### src/rtl/floor_request_sched.sv
// floor_request_sched: debounced call buttons latched into pending requests, issued nearest-first as one-cycle floor pulses.
// Define FLOOR_REQUEST_SCHED_DEBOUNCE_EN to enable the DEB_CYCLES debounce filter.
module floor_request_sched #(
  parameter int DEB_CYCLES    = 4,
  parameter int TRAVEL_CYCLES = 8
) (
  input  logic       clk,
  input  logic       reset,
  input  logic       btn_g,
  input  logic       btn_f,
  input  logic       btn_s,
  input  logic       emerg_in,
  input  logic [3:0] cur_floor,
  output logic       g_f,
  output logic       f_f,
  output logic       s_f,
  output logic [2:0] pending,
  output logic       busy
);
  localparam int CW = $clog2(2 * TRAVEL_CYCLES + 1);
  typedef enum logic [1:0] {IDLE, ISSUE, TRAVEL, LOCKED} state_t;
  state_t r_state, w_next;
  logic [2:0] w_btn, r_s1, r_s2, r_prev, w_deb, w_rise, w_clr, r_pend, r_pulse;
  logic [1:0] w_cur, w_sel, w_seld, r_tgt, r_dist;
  logic [CW-1:0] r_cnt, w_lim;

  function automatic logic [1:0] fdist(input logic [1:0] a, input logic [1:0] b);
    return a > b ? a - b : b - a;
  endfunction

  assign w_btn = {btn_s, btn_f, btn_g};
  assign w_cur = cur_floor > 4'd2 ? 2'd2 : cur_floor[1:0];
  assign w_rise = w_deb & ~r_prev & {3{r_state != LOCKED}};
  assign w_lim = r_dist == 2'd2 ? CW'(2 * TRAVEL_CYCLES - 1) : CW'(TRAVEL_CYCLES - 1);

`ifdef FLOOR_REQUEST_SCHED_DEBOUNCE_EN
  logic [7:0] r_dcnt [3];
  logic [2:0] r_deb;
  // Counter saturates at DEB_CYCLES-1 so a held button keeps its level high.
  always_ff @(posedge clk) begin
    if (reset) begin
      r_dcnt <= '{default: '0};
      r_deb  <= '0;
    end else begin
      for (int k = 0; k < 3; k++) begin
        r_dcnt[k] <= !r_s2[k] ? 8'd0 : (r_dcnt[k] == 8'(DEB_CYCLES - 1) ? r_dcnt[k] : r_dcnt[k] + 8'd1);
        r_deb[k]  <= r_s2[k] && r_dcnt[k] >= 8'(DEB_CYCLES - 1);
      end
    end
  end
  assign w_deb = r_deb;
`else
  logic w_unused;
  assign w_unused = ^DEB_CYCLES;
  assign w_deb = r_s2;
`endif

  // Nearest pending floor; strict compare in ascending order keeps the lower floor on ties.
  always_comb begin
    w_sel  = '0;
    w_seld = 2'd3;
    for (int k = 0; k < 3; k++)
      if (r_pend[k] && fdist(2'(k), w_cur) < w_seld) begin
        w_sel  = 2'(k);
        w_seld = fdist(2'(k), w_cur);
      end
  end

  always_comb begin
    w_next = r_state;
    w_clr  = '0;
    case (r_state)
      IDLE: if (|r_pend) begin
        w_clr  = 3'b001 << w_sel;
        w_next = w_seld == 2'd0 ? IDLE : ISSUE;
      end
      ISSUE:   w_next = TRAVEL;
      TRAVEL:  w_next = r_cnt == w_lim ? IDLE : TRAVEL;
      default: w_next = LOCKED;
    endcase
    if (emerg_in) w_next = LOCKED;
  end

  always_ff @(posedge clk) begin
    if (reset) r_state <= IDLE;
    else r_state <= w_next;
  end

  always_ff @(posedge clk) begin
    if (reset) begin
      r_s1    <= '0;
      r_s2    <= '0;
      r_prev  <= '0;
      r_pend  <= '0;
      r_pulse <= '0;
      r_cnt   <= '0;
      r_tgt   <= '0;
      r_dist  <= '0;
    end else begin
      r_s1    <= w_btn;
      r_s2    <= r_s1;
      r_prev  <= w_deb;
      r_pend  <= emerg_in ? 3'b000 : (r_pend & ~w_clr) | w_rise;
      r_pulse <= (r_state == ISSUE && !emerg_in) ? 3'b001 << r_tgt : 3'b000;
      r_cnt   <= (r_state == TRAVEL && w_next == TRAVEL) ? r_cnt + CW'(1) : '0;
      if (r_state == IDLE && w_next == ISSUE) begin
        r_tgt  <= w_sel;
        r_dist <= w_seld;
      end
    end
  end

  assign {s_f, f_f, g_f} = r_pulse;
  assign pending = r_pend;
  assign busy = r_state != IDLE;
endmodule

### config.mk
export PLATFORM = sky130hd
export DESIGN_NAME = floor_request_sched
export DESIGN_NICKNAME = d
export VERILOG_FILES = /design/src/rtl/floor_request_sched.sv
export SDC_FILE = /design/constraint.sdc
export NUM_CORES = 1
export LEC_CHECK = 0
export CAP_MARGIN = 20
export CORE_MARGIN = 2
export CORE_UTILIZATION = 40
export CTS_CLUSTER_DIAMETER = 150
export DETAILED_ROUTE_END_ITERATION = 16
export HOLD_SLACK_MARGIN = 0.03
export PLACE_DENSITY_LB_ADDON = 0.08
export RECOVER_POWER = 100
export SYNTH_ARGS = -nofsm -noshare
export SYNTH_HDL_FRONTEND = slang
export SYNTH_SLANG_ARGS = --single-unit
### constraint.sdc
create_clock -name clk -period 3.44 [get_ports clk]
set_input_delay 0.688 -clock clk [delete_from_list [all_inputs] [get_ports clk]]
set_output_delay 0.688 -clock clk [all_outputs]
set_load 0.01 [all_outputs]
==> impl_metrics.json <==
{
  "status": "completed",
  "syn_inst": 141,
  "synthArstFlopShare": 0,
  "slowest_stage": "dlygate4sd3_1",
  "wl_um": 2430,
  "grt_pass1_vias": 965,
  "r2r_cells": 7,
  "layout-drive-gt1-share": 0.101,
  "clock_latency_ps": 320,
  "track_usage": 0.153,
  "post_cts_buffers": 0,
  "powerDensity_nw_per_um2": 398,
  "power_leakage_uw": 0.000614,
  "drtIter0Drc": 60,
  "gp_congestion": 0.819,
  "worstMarginPinSlew_ps": 907,
  "antenna_found_initial": 0,
  "ctsResizeCount": 0,
  "synth-edff-count": 0,
  "hpwl_um": 1890,
  "fin_util": 0.504,
  "pre_cts_slack_ps": 76.1,
  "cts_root_buf": "clkbuf_4",
  "yosysUniqueCellTypes": 42,
  "crit_type": "in2reg",
  "portBuffers": 16,
  "ys.flop_type": "dfxtp_1",
  "crit_chain": "dlygate4sd3_1 > or3_1 > nor2_1 > ha_1 > or3b_2 > a21o_1 > nand3_2 > nand3_1 > o311a_1",
  "r2r-start": "pending[0]",
  "min_from": "r_s1[0]",
  "crit_path_end_kind": "register",
  "worst_ep_arrival_time_ps": 3420,
  "max_slew_margin": 0.388,
  "cts_tree": "built",
  "crit_path_max_fanout": 4,
  "drc": 0,
  "hold_class": "reg2reg",
  "period_share": 0.930,
  "setup_ws_ps": 240,
  "synth_seq_area_share": 0.411,
  "syn_avg_cell_area_um2": 8.98,
  "syn_area_um2": 1270,
  "die_w_um": 60.3,
  "htree_levels": 1,
  "yosys_warnings": 0,
  "rrSetupSlack_ps": 1070,
  "nNetsFinal": 176,
  "cpPeakStageDelay_ps": 570,
  "hold_violations": 0,
  "die_area_um2": 3630,
  "max_cap_viol_count": 0,
  "critPathRequiredTime_ps": 3660,
  "fin_skew_ps": 8.47,
  "drv_slew": 0,
  "first_pass_iters": 4,
  "wl_met2_um": 1220,
  "area_delta_synth_final_pct": 20.6,
  "grt_pass1_wl_um": 4150,
  "start_util": 0.418,
  "tns_ps": 0,
  "n_antenna_cell": 0,
  "num_rows": 20,
  "antenna_left": 0,
  "n_fill_cell": 300,
  "cp-start-kind": "input port",
  "io-pin-count": 17,
  "ctsHoldBuffers": 0,
  "cts_sinks": 26,
  "hold_path_end": "r_s2[0]",
  "period_minus_slack_ps": 3200,
  "ys_seq_elements": 26,
  "die_h_um": 60.3,
  "vias_per_cell": 5.18,
  "setup_viol": 0,
  "p_total_uw": 607,
  "vias": 1052,
  "fin_hold_ws_ps": 459,
  "dr.max_layer_used": "met4",
  "avgRoutedWirePerCell_um": 11.9,
  "wirelength_met1_um": 1090,
  "wl_met3_um": 89,
  "core_um2": 3030,
  "syn_nets": 157,
  "numCtsBuffers": 3,
  "irDropWorstVdd_mv": 0.220,
  "timing.fmax_mhz": 312,
  "rsz0062_at_grt": "no",
  "min_path_cells": 1,
  "grt_max_degree": 16,
  "timing.rr.end": "r_dist[1]",
  "path_clk_slew_ps": 140,
  "clk_path_buf_depth": 2,
  "grt-ovfl-total": 0
}
worst max path at each step:
stage	start	to	cells past startpoint
global placement	cur_floor[1]	r_dist[1]	9
CTS	cur_floor[1]	r_dist[1]	9
global route	cur_floor[1]	r_dist[1]	9
detailed placement	cur_floor[1]	r_dist[1]	9
finish	cur_floor[1]	r_dist[1]	9
floorplan	cur_floor[1]	r_dist[1]	9
through the flow:
stage               area [um^2]  instances
floorplan                  1270        141
global placement           1480        199
detailed placement         1480        199
CTS                        1530        203
global route               1530        203
finish                     1530        203
routing by layer:
metal,vias to the layer above,global-route usage
met4,0,0.0476
met5,-,0
met3,2,0.0390
met1,488,0.186
li1,540,-
met2,22,0.264
cells by family (layout without fill, tap and decap cells):
group                    after synthesis  after routing  share of synthesized area
AO/OA/AOI/OAI                         35             35                      0.188
flip-flops                            26             26                      0.411
AND/OR/NAND/NOR                       59             59                      0.272
XOR/XNOR                               4              4                     0.0277
adder cells (fa/ha/maj)                6              6                     0.0593
multiplexers                           1              1                    0.00791
buffers and inverters                 10             28                     0.0346
cell usage after synthesis (all sizes together) (3+ instances only):
cell type   n  area [um^2]
nor2b       9         56.3
a21o        4         31.3
a21oi       8         40.0
nor3        8         40.0
o31ai       4         30.0
dfxtp      26          521
inv         5         18.8
nand2       6         22.5
nor2        9         33.8
clkbuf      3         12.5
a21boi      4         30.0
nand3       5         35.0
or3         3         20.0
ha          6         75.1
o21ai       6         30.0
nor3b       4         30.0
power by group:
part           total (uW)  leakage, uW  switching, uW  internal, uW
clock                 205    0.0000279           87.4           118
combinational        83.6     0.000374           44.4          39.2
sequential            318     0.000212           6.55           311
area by class of cell:
| cell class | count | area (um^2) | area share |
|---|---|---|---|
| Inverter | 5 | 18.8 | 0.0123 |
| Clock inverter | 1 | 30.0 | 0.0197 |
| Sequential cell | 26 | 520 | 0.341 |
| Tap cell | 44 | 55.1 | 0.0361 |
| Timing Repair Buffer | 19 | 183 | 0.120 |
| Clock buffer | 3 | 22.5 | 0.0148 |
| Multi-Input combinational cell | 105 | 697 | 0.457 |
state kept, by name (all words and copies together) (netlist names):
register  flops
r_pulse       3
pending       3
r_s2          3
r_tgt         2
r_s1          3
r_dist        2
r_prev        3
r_cnt         5
r_state       2
cell usage in the layout, fill, tap and decap left out, types with 3 or more instances in the layout:
cell type / instances
nand2_1: 6
dlygate4sd3_1: 9
ha_1: 6
a21boi_0: 4
nor2_1: 9
a21o_1: 3
o21ai_0: 5
a21oi_1: 8
nor3_1: 8
nor3b_1: 4
inv_1: 5
buf_4: 3
clkbuf_4: 3
dfxtp_1: 26
nand3_1: 4
clkdlybuf4s50_1: 7
o31ai_1: 4
nor2b_1: 9
critical path, delay by kind of cell:
family          cells  cell delay (ps)
compound gates      2              580
fa+ha+maj           1              270
buf+inv             1              570
simple gates        5             1310
(Power assumes the default switching activity.)
